$ cat config.mk
export PLATFORM = sky130hd
export DESIGN_NAME = lcd_fifo_rd_ctl
export DESIGN_NICKNAME = d
export VERILOG_FILES = /design/src/rtl/lcd_pkg.sv /design/src/rtl/lcd_sync_bit.sv /design/src/rtl/lcd_fifo_rd_ctl.sv
export SDC_FILE = /design/constraint.sdc
export NUM_CORES = 1
export LEC_CHECK = 0
export ABC_AREA = 1
export BUFFER_PORTS_ARGS = -buffer_cell sky130_fd_sc_hd__buf_2
export CAP_MARGIN = 20
export CORE_MARGIN = 2
export CORE_UTILIZATION = 26
export DETAILED_ROUTE_END_ITERATION = 12
export HOLD_SLACK_MARGIN = 0.12
export PLACE_DENSITY = 0.42
export SETUP_SLACK_MARGIN = 0.5
export SLEW_MARGIN = 30
export SYNTH_ARGS = -nofsm -noshare
export SYNTH_HDL_FRONTEND = slang
export SYNTH_SLANG_ARGS = --single-unit
$ cat constraint.sdc
create_clock -name fifo_rd_clk -period 3.6 [get_ports fifo_rd_clk]
set_clock_uncertainty 0.2 [all_clocks]
set_input_delay 0.54 -clock fifo_rd_clk [delete_from_list [all_inputs] [get_ports fifo_rd_clk]]
set_output_delay 0.54 -clock fifo_rd_clk [all_outputs]
set_load 0.01 [all_outputs]
$ cat src/rtl/lcd_pkg.sv
// LCD FIFO read-control shared definitions.
// FSM state encoding and default parameter constants.
package lcd_pkg;

  typedef enum logic [1:0] {
    ST_IDLE  = 2'd0,
    ST_PRIME = 2'd1,
    ST_RUN   = 2'd2
  } rd_state_e;

  localparam int unsigned CNT_W_DEF       = 10;
  localparam int unsigned START_LEVEL_DEF = 128;
  localparam int unsigned SYNC_STAGES_DEF = 2;
  localparam int unsigned UFLOW_CNT_W_DEF = 16;

endpackage

$ cat src/rtl/lcd_sync_bit.sv
// Single-bit multi-flop synchroniser.
// Output is the last flop; latency is STAGES cycles.
module lcd_sync_bit #(
  parameter int unsigned STAGES = 2
) (
  input  logic clk,
  input  logic rst_n,
  input  logic d,
  output logic q
);

  logic [STAGES-1:0] sr;

  // shift the async input through the flop chain
  always_ff @(posedge clk or negedge rst_n) begin
    if (!rst_n) begin
      sr <= '0;
    end else begin
      sr <= {sr[STAGES-2:0], d};
    end
  end

  assign q = sr[STAGES-1];

endmodule

$ cat src/rtl/lcd_fifo_rd_ctl.sv
// LCD pixel FIFO read controller.
// Primes to a fill level, streams on request, tracks underflow.
module lcd_fifo_rd_ctl
  import lcd_pkg::*;
#(
  parameter int unsigned CNT_W       = CNT_W_DEF,
  parameter int unsigned START_LEVEL = START_LEVEL_DEF,
  parameter int unsigned SYNC_STAGES = SYNC_STAGES_DEF,
  parameter int unsigned UFLOW_CNT_W = UFLOW_CNT_W_DEF
) (
  input  logic                   fifo_rd_clk,
  input  logic                   rst_n,
  input  logic                   ctl_en,
  input  logic                   rd_data_requst,
  input  logic                   fifo_empty,
  input  logic [CNT_W-1:0]       fifo_rd_cnt,
  input  logic                   clr_status,
  output logic                   fifo_rd_en,
  output logic                   rd_active,
  output logic                   underflow,
  output logic [UFLOW_CNT_W-1:0] underflow_cnt
);

  localparam logic [CNT_W-1:0] START_LVL = CNT_W'(START_LEVEL);
  localparam logic [UFLOW_CNT_W-1:0] UCNT_ONE = UFLOW_CNT_W'(1);

  rd_state_e state;
  logic      req_s;
  logic      filled;
  logic      ufl_evt;

  lcd_sync_bit #(
    .STAGES (SYNC_STAGES)
  ) u_req_sync (
    .clk   (fifo_rd_clk),
    .rst_n (rst_n),
    .d     (rd_data_requst),
    .q     (req_s)
  );

  assign filled  = (fifo_rd_cnt > START_LVL) & ~fifo_empty;
  assign ufl_evt = (state == ST_RUN) & req_s & fifo_empty;

  // read-phase FSM; disable wins over every other transition
  always_ff @(posedge fifo_rd_clk or negedge rst_n) begin
    if (!rst_n) begin
      state <= ST_IDLE;
    end else if (!ctl_en) begin
      state <= ST_IDLE;
    end else begin
      unique case (state)
        ST_IDLE:  state <= ST_PRIME;
        ST_PRIME: if (filled) state <= ST_RUN;
        ST_RUN:   if (ufl_evt) state <= ST_PRIME;
        default:  state <= ST_IDLE;
      endcase
    end
  end

  // sticky underflow flag and saturating event count
  always_ff @(posedge fifo_rd_clk or negedge rst_n) begin
    if (!rst_n) begin
      underflow     <= 1'b0;
      underflow_cnt <= '0;
    end else if (ufl_evt) begin
      underflow <= 1'b1;
      if (clr_status) begin
        underflow_cnt <= UCNT_ONE;
      end else if (!(&underflow_cnt)) begin
        underflow_cnt <= underflow_cnt + UCNT_ONE;
      end
    end else if (clr_status) begin
      underflow     <= 1'b0;
      underflow_cnt <= '0;
    end
  end

  assign rd_active  = (state == ST_RUN);
  assign fifo_rd_en = rd_active & req_s & ~fifo_empty;

endmodule

==> impl_metrics.env, run 1 <==
export IMPL_drive_gt1_share_pct=29.8
export IMPL_timing_rr_end="underflow_cnt[3]"
export IMPL_synthesis_nets=208
export IMPL_cts_made_buffers=3
export IMPL_cp_endpoint="fifo_rd_en"
export IMPL_worstPathArrival_ps=1170
export IMPL_core_region_area_um2=5440
export IMPL_worstSkewPairLatency_ps=260
export IMPL_cts_htree_levels=1
export IMPL_asyncSetResetFlopFracSynth_pct=100
export IMPL_maxSlewHeadroom_pct=66.9
export IMPL_cell_rows=27
export IMPL_antenna_cells=0
export IMPL_tightest_slew_ps=495
export IMPL_critPathRequiredTime_ps=2860
export IMPL_drt_pre_antenna_iters=4
export IMPL_final_design_area_no_fill_um2=1740
export IMPL_nNetsFinal=246
export IMPL_cts_repair_resized=0
export IMPL_maximum_number_of_pins_on_one_net_before_global_route_repair=22
export IMPL_synth_common_cells="51 x nand2_1, 25 x inv_1, 21 x dfrtp_1"
export IMPL_wl_met3_um=89
export IMPL_most_numerous_cell_in_the_yosys_netlist="nand2_1"
export IMPL_cpMostUsedCell="nor2_1"
export IMPL_worst_r2r_setup_slack_ps=1700
export IMPL_sort_of_element_at_the_end_of_the_critical_path="primary output"
export IMPL_remaining_drc_errors=0
export IMPL_post_route_period_util_pct=53.1
export IMPL_cts_sinks=21
export IMPL_crit_buf_inv=2
export IMPL_detail_route_wirelength_um=3620
export IMPL_maximum_clock_frequency_mhz=523
export IMPL_hold_viol=0
export IMPL_cts_max_path_buffers=2
export IMPL_globalplace_congestion=0.757
export IMPL_route_met2_wl_um=1760
export IMPL_grt_pass1_vias=1329
export IMPL_report_final_setup_viol=0
export IMPL_dpl_cell_area_um2=1680
export IMPL_post_synth_cell_area_avg_um2=7.57
export IMPL_fillerInstances=595
export IMPL_startpoint="state[1]"
export IMPL_cp_slowest_stage_delay_ps=410
export IMPL_gr_usage_all_layers_pct=13.2
export IMPL_grt_setup_unrepaired="no"
export IMPL_critPathMaxFanout=3
export IMPL_fraction_of_synthesized_cell_area_taken_by_the_top_area_cell_type_pct=36.3
export IMPL_cts_post_setup_buffers_inserted=0
export IMPL_ys_flop_type="dfrtp_1"
export IMPL_worst_r2r_startpoint="underflow_cnt[1]"
export IMPL_floorplan_die_area_um2=6180
export IMPL_post_synth_top_area_cell="dfrtp_1"
export IMPL_ff2ff_path_depth=8
export IMPL_route_top_layer_used="met4"
export IMPL_cts_hold_buffers=1
export IMPL_timing_critical_path_depth=5
export IMPL_power_ir_vdd_worst_v=0.000176
export IMPL_p_per_area_nw_per_um2=263
export IMPL_seq_area_frac_synth_pct=36.3
export IMPL_area_overhead_of_the_layout_relative_to_synthesis_pct=20.2
export IMPL_wirelength_met1_um=1750
export IMPL_outcome="complete, no violations"
export IMPL_syn_instance_count=191
export IMPL_static_power_due_to_leakage_uw=0.000909
export IMPL_global_route_wire_length_before_repair_um=6380
export IMPL_route_vias_total=1288
export IMPL_initial_cell_density_of_the_core_pct=26.6
export IMPL_max_cap_violations=0
export IMPL_synth_area_leaders="dfrtp_1 36%, nand2_1 13%, o21ai_2 6.7%, inv_1 6.5%, nand4_1 5.6%"
export IMPL_half_perimeter_wire_length_of_the_detailed_placement_result_um=2870
export IMPL_cp_slowest_cell="dfrtp_1"
export IMPL_floorplan_io_pins=35
export IMPL_route_detailed_vias_per_inst=4.29
export IMPL_yosys_register_bits=21
export IMPL_area_of_the_mapped_netlist_um2=1450
export IMPL_antenna_found_initial=0
export IMPL_synth_distinct_cells=30
export IMPL_die_x_um=78.6
export IMPL_synth_enable_flop_cells=0
export IMPL_grt_overflow=0
export IMPL_fin_tns_setup_ps=0
export IMPL_path_delay_family="flip-flops"
export IMPL_die_height_um=78.6
export IMPL_finalWorstPathRequiredPeriod_ps=1910
export IMPL_io_buffers=34
export IMPL_drtIter0Drc=45
export IMPL_yosysWarnings=0
export IMPL_wire_per_inst_um=12.1
export IMPL_worstPathCellList="inv_1 > nor2_1 > nand2_1 > nor2_1 > buf_2"
export IMPL_cts_root_buffer="clkbuf_8"
export IMPL_slew_violations=0
export IMPL_min_delay_path_class="reg -> reg"
export IMPL_setup_worst_path_class="reg -> out"
export IMPL_drt_antenna_violating_nets=0
export IMPL_tritoncts_clock_tree="done"
export IMPL_clkTransAtPathRegs_ps=80
export IMPL_cp_start_kind="flip-flop"
## sequential cells by signal, indices dropped and copies added (netlist names)
name / count
state: 2
u_req_sync.sr: 2
underflow_cnt: 16
underflow: 1
## power breakdown
group	leakage (uW)	switching, uW	internal (uW)
Combinational	0.000601	31.7	16.7
Sequential	0.000287	5.06	242
Clock	0.0000217	84.5	78.3
## layout make-up
class / instances / area [um2] / share of cell area, %
inverter: 31 / 116 / 6.69
tap: 72 / 90.1 / 5.18
timing repair buffer: 35 / 180 / 10.4
multi-input combinational: 137 / 778 / 44.7
clock buffer: 3 / 41.3 / 2.37
sequential: 21 / 526 / 30.2
clock inverter: 1 / 7.51 / 0.432
## worst register-to-register path, stage by stage, from the launching register on
cell and delay [ps]:
dfrtp_1 420, ha_1 330, nand3_4 160, nor2_8 150, nand3_4 100, nand2_4 170, inv_2 130, nand2_1 100
o21ai_2 50
## worst min-delay path by stage
stage / from / to / depth (start not counted)
after floorplan: rst_n / state[0] / 0
after global placement: u_req_sync.sr[0] / u_req_sync.sr[1] / 0
after detailed placement: u_req_sync.sr[0] / u_req_sync.sr[1] / 0
after CTS: u_req_sync.sr[0] / u_req_sync.sr[1] / 0
after global routing: rd_data_requst / u_req_sync.sr[0] / 1
final: u_req_sync.sr[0] / u_req_sync.sr[1] / 0
## layout by cell type, fill, tap and decap left out, types with 2 or more instances in the layout
cell and instances:
o21ai_0 3, nor2_1 17, nand4_1 13, nand2_2 3, dfrtp_1 21, o21ai_2 11
nand3_1 15, buf_2 34, inv_2 5, nand2_1 51, xor2_1 4, nor2_2 2
clkbuf_8 3, nand2_4 2, nand3_4 2, nor3_1 2, inv_1 25
## layer usage
layer | up-vias | GRT usage, %
li1 | 696 | -
met1 | 573 | 17.1
met2 | 17 | 22.7
met3 | 2 | 2.76
met4 | 0 | 2.11
met5 | - | 0
## metrics by stage
| stage | instances | power [uW] | hold WS [ps] | utilization, % | setup slack, ps |
|---|---|---|---|---|---|
| after global placement | 295 | 301 | 132 | 30.9 | 1580 |
| after detailed placement | 295 | 300 | 136 | 30.9 | 1540 |
| after floorplan | 191 | 280 | 44.4 | - | 1940 |
| final | 300 | 458 | 153 | 32.0 | 1690 |
| after global routing | 300 | 481 | 161 | 32.0 | 1510 |
| after CTS | 300 | 466 | 156 | 32.0 | 1670 |
## logic make-up (layout without fill, tap and decap cells)
group | Yosys count | after routing | share of synthesized area [%]
and+or+nand+nor | 113 | 113 | 40.5
buffers and inverters | 33 | 70 | 9.86
DFF | 21 | 21 | 36.3
AOI/OAI and AO/OA | 19 | 19 | 10.0
xor gates and xnor gates | 4 | 4 | 2.42
adders and majority gates | 1 | 1 | 0.865
No activity file was read; power rests on OpenSTA's default activity.
==> inputs of run 2 (changes only) <==
--- a/config.mk
+++ b/config.mk
@@ -12,7 +12,7 @@
 export CORE_UTILIZATION = 26
 export DETAILED_ROUTE_END_ITERATION = 12
 export HOLD_SLACK_MARGIN = 0.12
-export PLACE_DENSITY = 0.42
+export PLACE_DENSITY = 0.43
 export SETUP_SLACK_MARGIN = 0.5
 export SLEW_MARGIN = 30
 export SYNTH_ARGS = -nofsm -noshare
==> constraint.sdc (replaced) <==
create_clock -name fifo_rd_clk -period 1.6 [get_ports fifo_rd_clk]
set_clock_uncertainty 0.2 [all_clocks]
set_input_delay 0.24 -clock fifo_rd_clk [delete_from_list [all_inputs] [get_ports fifo_rd_clk]]
set_output_delay 0.24 -clock fifo_rd_clk [all_outputs]
set_load 0.01 [all_outputs]
==> run 2 against run 1 <==
  * The flow now finishes with violations (hold timing)
  * Critical path depth is the same
  * Final area grew 48%
  * Count of clock-buffer cells in the layout is the same
  * Combinational power grew to 4.4 times the previous value
  * Via count grew 21%
  * Clock power grew 140%
  * Global-route usage grew 1.9 points
  * Sequential cell count is the same
  * Sequential power grew 120%
  * Power grew to 2.5 times the previous value
  * Die area is the same
  * Largest cell class unchanged
  * Highest routed layer unchanged
==> impl_metrics.env, run 2 (synthesis results as in run 1) <==
export IMPL_drt_pre_antenna_iters=4
export IMPL_drive_gt1_share_pct=59.4
export IMPL_cp_slowest_stage_delay_ps=410
export IMPL_drt_antenna_violating_nets=0
export IMPL_maxSlewHeadroom_pct=64.5
export IMPL_outcome="finished with violations"
export IMPL_initial_cell_density_of_the_core_pct=26.6
export IMPL_floorplan_io_pins=35
export IMPL_worstPathCellList="buf_6 > nor2_4 > nand2_1 > nor2_2 > buf_2"
export IMPL_maximum_clock_frequency_mhz=629
export IMPL_drtIter0Drc=56
export IMPL_slew_violations=0
export IMPL_largestRegisters="underflow_cnt x16, state x2, u_req_sync.sr x2"
export IMPL_cp_slowest_cell="dfrtp_1"
export IMPL_cell_rows=27
export IMPL_power_ir_vdd_worst_v=0.000330
export IMPL_die_x_um=78.6
export IMPL_pre_cts_slack_ps=-52.9
export IMPL_static_power_due_to_leakage_uw=0.00129
export IMPL_nNetsFinal=301
export IMPL_startpoint="state[0]"
export IMPL_global_route_wire_length_before_repair_um=7290
export IMPL_final_cell_mix="42 x buf_6, 33 x nand2_1, 27 x buf_4, 21 x inv_1, 19 x buf_2"
export IMPL_route_vias_total=1560
export IMPL_holdWs_ps=-263
export IMPL_path_delay_family="flip-flops"
export IMPL_wire_per_inst_um=12.5
export IMPL_grt_overflow=0
export IMPL_cp_start_kind="flip-flop"
export IMPL_hold_viol=21
export IMPL_die_height_um=78.6
export IMPL_critPathRequiredTime_ps=1160
export IMPL_route_detailed_vias_per_inst=4.39
export IMPL_max_reg_flops=16
export IMPL_post_route_period_util_pct=99.3
export IMPL_clkTransAtPathRegs_ps=90
export IMPL_failed_checks="hold timing"
export IMPL_final_setup_worst_slack_ps=11.4
export IMPL_min_delay_path_class="in -> async"
export IMPL_p_per_area_nw_per_um2=449
export IMPL_area_overhead_of_the_layout_relative_to_synthesis_pct=77.9
export IMPL_floorplan_die_area_um2=6180
export IMPL_report_final_setup_viol=0
export IMPL_maximum_number_of_pins_on_one_net_before_global_route_repair=22
export IMPL_critPathMaxFanout=2
export IMPL_sort_of_element_at_the_end_of_the_critical_path="primary output"
export IMPL_layout_cells_most_common="buf_6"
export IMPL_detail_route_wirelength_um=4450
export IMPL_setup_worst_path_class="reg -> out"
export IMPL_cts_htree_levels=1
export IMPL_antenna_found_initial=0
export IMPL_cts_root_buffer="clkbuf_8"
export IMPL_globalplace_congestion=0.756
export IMPL_worst_r2r_startpoint="underflow_cnt[1]"
export IMPL_worstSkewPairLatency_ps=270
export IMPL_core_region_area_um2=5440
export IMPL_cts_sinks=21
export IMPL_cts_made_buffers=3
export IMPL_io_buffers=34
export IMPL_remaining_drc_errors=0
export IMPL_cts_max_path_buffers=2
export IMPL_grt_setup_unrepaired="yes"
export IMPL_half_perimeter_wire_length_of_the_detailed_placement_result_um=3090
export IMPL_regMostFlops="underflow_cnt"
export IMPL_finalWorstPathRequiredPeriod_ps=1590
export IMPL_antenna_cells=0
export IMPL_cts_hold_buffers=1
export IMPL_gr_usage_all_layers_pct=15.0
export IMPL_tritoncts_clock_tree="done"
export IMPL_crit_buf_inv=2
export IMPL_grt_pass1_vias=1529
export IMPL_max_cap_violations=0
export IMPL_worstPathArrival_ps=1150
export IMPL_tightest_slew_ps=533
==> run 2: cell count changes in the layout (fill, tap and decap cells not counted), moves of 7 or more <==
cell / before / now
buf_4: 0 / 27
nand2_1: 51 / 33
dfrtp_2: 0 / 7
nand2_2: 3 / 15
dfrtp_1: 21 / 14
buf_6: 0 / 42
buf_2: 34 / 19
==> run 2: path summary, 6_finish.rpt <==
check                                    end  slack [ps]  cells after the start
setup / recovery                  fifo_rd_en          10                      5
max in group asynchronous   underflow_cnt[8]        1080                      1
hold / removal                      state[1]        -260                      1
hold reg to reg             u_req_sync.sr[1]         160                      0
setup reg to reg           underflow_cnt[11]          30                      9
min in group fifo_rd_clk            state[0]          70                      3
==> run 2: through the flow <==
| step | area [um2] | util, % | TNS [ps] | cells | power, uW |
|---|---|---|---|---|---|
| finish | 2570 | 47.3 | 0 | 355 | 1160 |
| global placement | 1880 | 34.5 | -98.1 | 314 | 713 |
| CTS | 2390 | 44.0 | 0 | 346 | 1150 |
| floorplan | 1490 | - | 0 | 191 | 641 |
| global route | 2570 | 47.3 | -356 | 355 | 1200 |
| detailed placement | 1880 | 34.5 | -87.1 | 314 | 713 |
==> run 2: timing repair <==
action / CTS / global route
pin swaps: 9 / 19
buffers inserted: 27 / 9
endpoints found under the hold margin: 25 / 24
setup endpoints to repair: 37 / 38
resized for setup: 63 / 31
==> run 2: power by group <==
| part | switching (uW) | internal, uW |
|---|---|---|
| clock | 211 | 176 |
| sequential | 10.7 | 544 |
| combinational | 113 | 100 |
==> run 2: per-layer routing <==
| metal | up-vias | track usage [%] | routed length [um] |
|---|---|---|---|
| met5 | - | 0 | 0 |
| met4 | 0 | 3.68 | 23 |
| met3 | 2 | 1.84 | 80 |
| met2 | 12 | 24.1 | 2190 |
| met1 | 745 | 21.3 | 2150 |
| li1 | 801 | - | - |
==> run 2: final cells by class <==
class                   instances  area, um2
fillers                       528       2870
multi-input cells             137        968
repair buffers                 90        801
flip-flops and latches         21        534
inverters                      31        131
well taps                      72       90.1
clock buffers                   3       41.3
clock inverters                 1       7.51
==> inputs of run 3 (changes only) <==
--- a/config.mk
+++ b/config.mk
@@ -12,9 +12,10 @@
 export CORE_UTILIZATION = 26
 export DETAILED_ROUTE_END_ITERATION = 12
 export HOLD_SLACK_MARGIN = 0.12
-export PLACE_DENSITY = 0.43
+export PLACE_DENSITY = 0.42
 export SETUP_SLACK_MARGIN = 0.5
 export SLEW_MARGIN = 30
 export SYNTH_ARGS = -nofsm -noshare
 export SYNTH_HDL_FRONTEND = slang
+export SYNTH_HIERARCHICAL = 1
 export SYNTH_SLANG_ARGS = --single-unit
==> constraint.sdc (replaced) <==
create_clock -name fifo_rd_clk -period 1.8 [get_ports fifo_rd_clk]
set_clock_uncertainty 0.2 [all_clocks]
set_input_delay 0.27 -clock fifo_rd_clk [delete_from_list [all_inputs] [get_ports fifo_rd_clk]]
set_output_delay 0.27 -clock fifo_rd_clk [all_outputs]
set_load 0.01 [all_outputs]
==> run 3 against run 2 <==
  * The flow now finishes without violations
  * Clock power fell by 16%
  * Via count fell by 2.3%
  * Combinational power fell by 28%
  * Critical path depth rose by 4
  * Register-to-register slack improved by 180 ps
  * Highest routed layer unchanged
==> impl_metrics.env, run 3 <==
export IMPL_outcome="complete, no violations"
export IMPL_setup_worst_path_class="reg -> reg"
export IMPL_globalplace_congestion=0.810
export IMPL_dpl_cell_area_um2=1690
export IMPL_worstSkewPairLatency_ps=260
export IMPL_cts_sinks=21
export IMPL_cp_start_kind="flip-flop"
export IMPL_grt_pass1_vias=1442
export IMPL_max_reg_flops=16
export IMPL_report_final_setup_viol=0
export IMPL_syn_instance_count=186
export IMPL_path_delay_family="simple AND/OR/NAND/NOR gates"
export IMPL_p_per_area_nw_per_um2=414
export IMPL_final_setup_worst_slack_ps=213
export IMPL_layout_cells_most_common="nand2_1"
export IMPL_synth_enable_flop_cells=0
export IMPL_synth_distinct_cells=26
export IMPL_maxSlewHeadroom_pct=66.8
export IMPL_hold_viol=0
export IMPL_post_route_period_util_pct=88.2
export IMPL_route_detailed_vias_per_inst=4.46
export IMPL_ys_flop_type="dfrtp_1"
export IMPL_floorplan_die_area_um2=5710
export IMPL_critPathRequiredTime_ps=1810
export IMPL_yosys_register_bits=21
export IMPL_detail_route_wirelength_um=4300
export IMPL_cell_rows=26
export IMPL_regMostFlops="underflow_cnt"
export IMPL_crit_buf_inv=1
export IMPL_tightest_slew_ps=498
export IMPL_antenna_cells=0
export IMPL_fraction_of_synthesized_cell_area_taken_by_the_top_area_cell_type_pct=39.4
export IMPL_wire_per_inst_um=12.6
export IMPL_cts_hold_buffers=3
export IMPL_cts_root_buffer="clkbuf_8"
export IMPL_maximum_number_of_pins_on_one_net_before_global_route_repair=22
export IMPL_half_perimeter_wire_length_of_the_detailed_placement_result_um=2980
export IMPL_max_cap_violations=0
export IMPL_yosysWarnings=6
export IMPL_tritoncts_clock_tree="done"
export IMPL_finalWorstPathRequiredPeriod_ps=1590
export IMPL_worstPathCellList="ha_4 > nand2_4 > nor2_4 > buf_4 > nand3_2 > xor2_1 > nor2_1 > nand2_1 > nand2_1"
export IMPL_core_region_area_um2=5010
export IMPL_drtIter0Drc=42
export IMPL_area_of_the_mapped_netlist_um2=1330
export IMPL_clkTransAtPathRegs_ps=80
export IMPL_min_delay_path_class="in -> reg"
export IMPL_fin_tns_setup_ps=0
export IMPL_post_synth_top_area_cell="dfrtp_1"
export IMPL_drt_antenna_violating_nets=0
export IMPL_final_cell_mix="45 x nand2_1, 30 x buf_6, 27 x buf_4, 22 x buf_2, 18 x inv_1"
export IMPL_die_height_um=75.6
export IMPL_slew_violations=0
export IMPL_gr_usage_all_layers_pct=16.3
export IMPL_grt_setup_unrepaired="yes"
export IMPL_antenna_found_initial=0
export IMPL_synth_area_leaders="dfrtp_1 39%, nand2_1 16%, nor2_1 6.5%, nand3_1 6.0%, inv_1 5.4%"
export IMPL_cp_slowest_cell="dfrtp_1"
export IMPL_asyncSetResetFlopFracSynth_pct=100
export IMPL_most_numerous_cell_in_the_yosys_netlist="nand2_1"
export IMPL_nNetsFinal=290
export IMPL_cts_htree_levels=1
export IMPL_synthesis_nets=203
export IMPL_maximum_clock_frequency_mhz=630
export IMPL_cts_max_path_buffers=2
export IMPL_initial_cell_density_of_the_core_pct=26.6
export IMPL_floorplan_io_pins=35
export IMPL_cpMostUsedCell="nand2_1"
export IMPL_static_power_due_to_leakage_uw=0.00109
export IMPL_post_synth_cell_area_avg_um2=7.16
export IMPL_grt_overflow=0
export IMPL_io_buffers=34
export IMPL_remaining_drc_errors=0
export IMPL_cp_slowest_stage_delay_ps=410
export IMPL_sort_of_element_at_the_end_of_the_critical_path="flip-flop"
export IMPL_die_x_um=75.6
export IMPL_synth_common_cells="56 x nand2_1, 23 x nor2_1, 21 x dfrtp_1"
export IMPL_largestRegisters="underflow_cnt x16, state x2, u_req_sync/sr x2"
export IMPL_final_design_area_no_fill_um2=2340
export IMPL_cts_made_buffers=3
export IMPL_drive_gt1_share_pct=50.4
export IMPL_worstPathArrival_ps=1600
export IMPL_global_route_wire_length_before_repair_um=6960
export IMPL_drt_pre_antenna_iters=4
export IMPL_critPathMaxFanout=3
export IMPL_seq_area_frac_synth_pct=39.4
export IMPL_route_vias_total=1524
export IMPL_area_overhead_of_the_layout_relative_to_synthesis_pct=75.7
export IMPL_power_ir_vdd_worst_v=0.000215
export IMPL_pre_cts_slack_ps=52.6
[run 3: cell count changes in the layout (fill, tap and decap cells not counted), sizes merged, moves of 2 or more]
| cell | change |
|---|---|
| clkinv | +2 |
| o21ai | -6 |
| a21oi | +7 |
| buf | -9 |
| nand4 | -4 |
| dlygate4sd3 | +2 |
| inv | -9 |
| nand2 | +2 |
| nor3 | +2 |
| nor2 | +6 |
[run 3: final cells by class]
cell class	count	area, um2
fill	522	2670
multi-input combinational	141	885
timing repair buffer	83	696
sequential	21	532
inverter	23	95.1
tap	70	87.6
clock buffer	3	41.3
clock inverter	1	5.00
[run 3: logic make-up after synthesis]
family | synth area share [%]
xor gates and xnor gates | 1.97
DFF | 39.4
and+or+nand+nor | 41.8
adders and majority gates | 0.939
AOI/OAI and AO/OA | 8.54
buffers and inverters | 7.32
[run 3: per-stage QoR]
stage               hold WS (ps)  total power [uW]  instances  utilization (%)
floorplan                   -226               547        186                -
global placement            70.2               599        301             33.7
detailed placement          77.8               600        301             33.7
CTS                          111               956        331             43.4
global route                 103              1010        342             46.7
finish                      95.8               970        342             46.7
[run 3: routing by layer]
layer	vias to the layer above	share of wire, %	GRT usage, %
met4	0	0.95	3.90
met1	708	48	22.6
met3	6	3.2	2.25
met2	26	48	27.0
li1	784	-	-
met5	-	0	0
[run 3: final timing paths]
path	cells past startpoint	slack [ps]	from	to
max in group asynchronous	2	740	rst_n	underflow_cnt[5]
worst min-delay path	3	100	ctl_en	state[1]
worst max register to register	9	210	underflow_cnt[1]	underflow_cnt[12]
worst min register to register	0	160	u_req_sync/sr[0]	u_req_sync/sr[1]
worst max-delay path	9	210	underflow_cnt[1]	underflow_cnt[12]
min in group asynchronous	2	300	rst_n	underflow_cnt[2]
[run 3: worst register-to-register path: cells and delay by family (launching register included)]
family / cells / cell delay [ps]
flops: 1 / 410
simple gates: 6 / 460
buf+inv: 1 / 130
xor+xnor: 1 / 150
fa+ha+maj: 1 / 190
[run 3: report_power, final]
part           internal (uW)  switching (uW)  total (uW)
registers                481            7.84         489
clock network            155             172         327
logic                   71.4            82.7         154
[run 3: repair_timing]
action | CTS | global route
endpoints found under the hold margin | 25 | 1
pin swaps | 14 | 7
buffers inserted | 23 | 11
setup endpoints to repair | 34 | 36
cloned | 0 | 0
gates resized for setup | 59 | 22
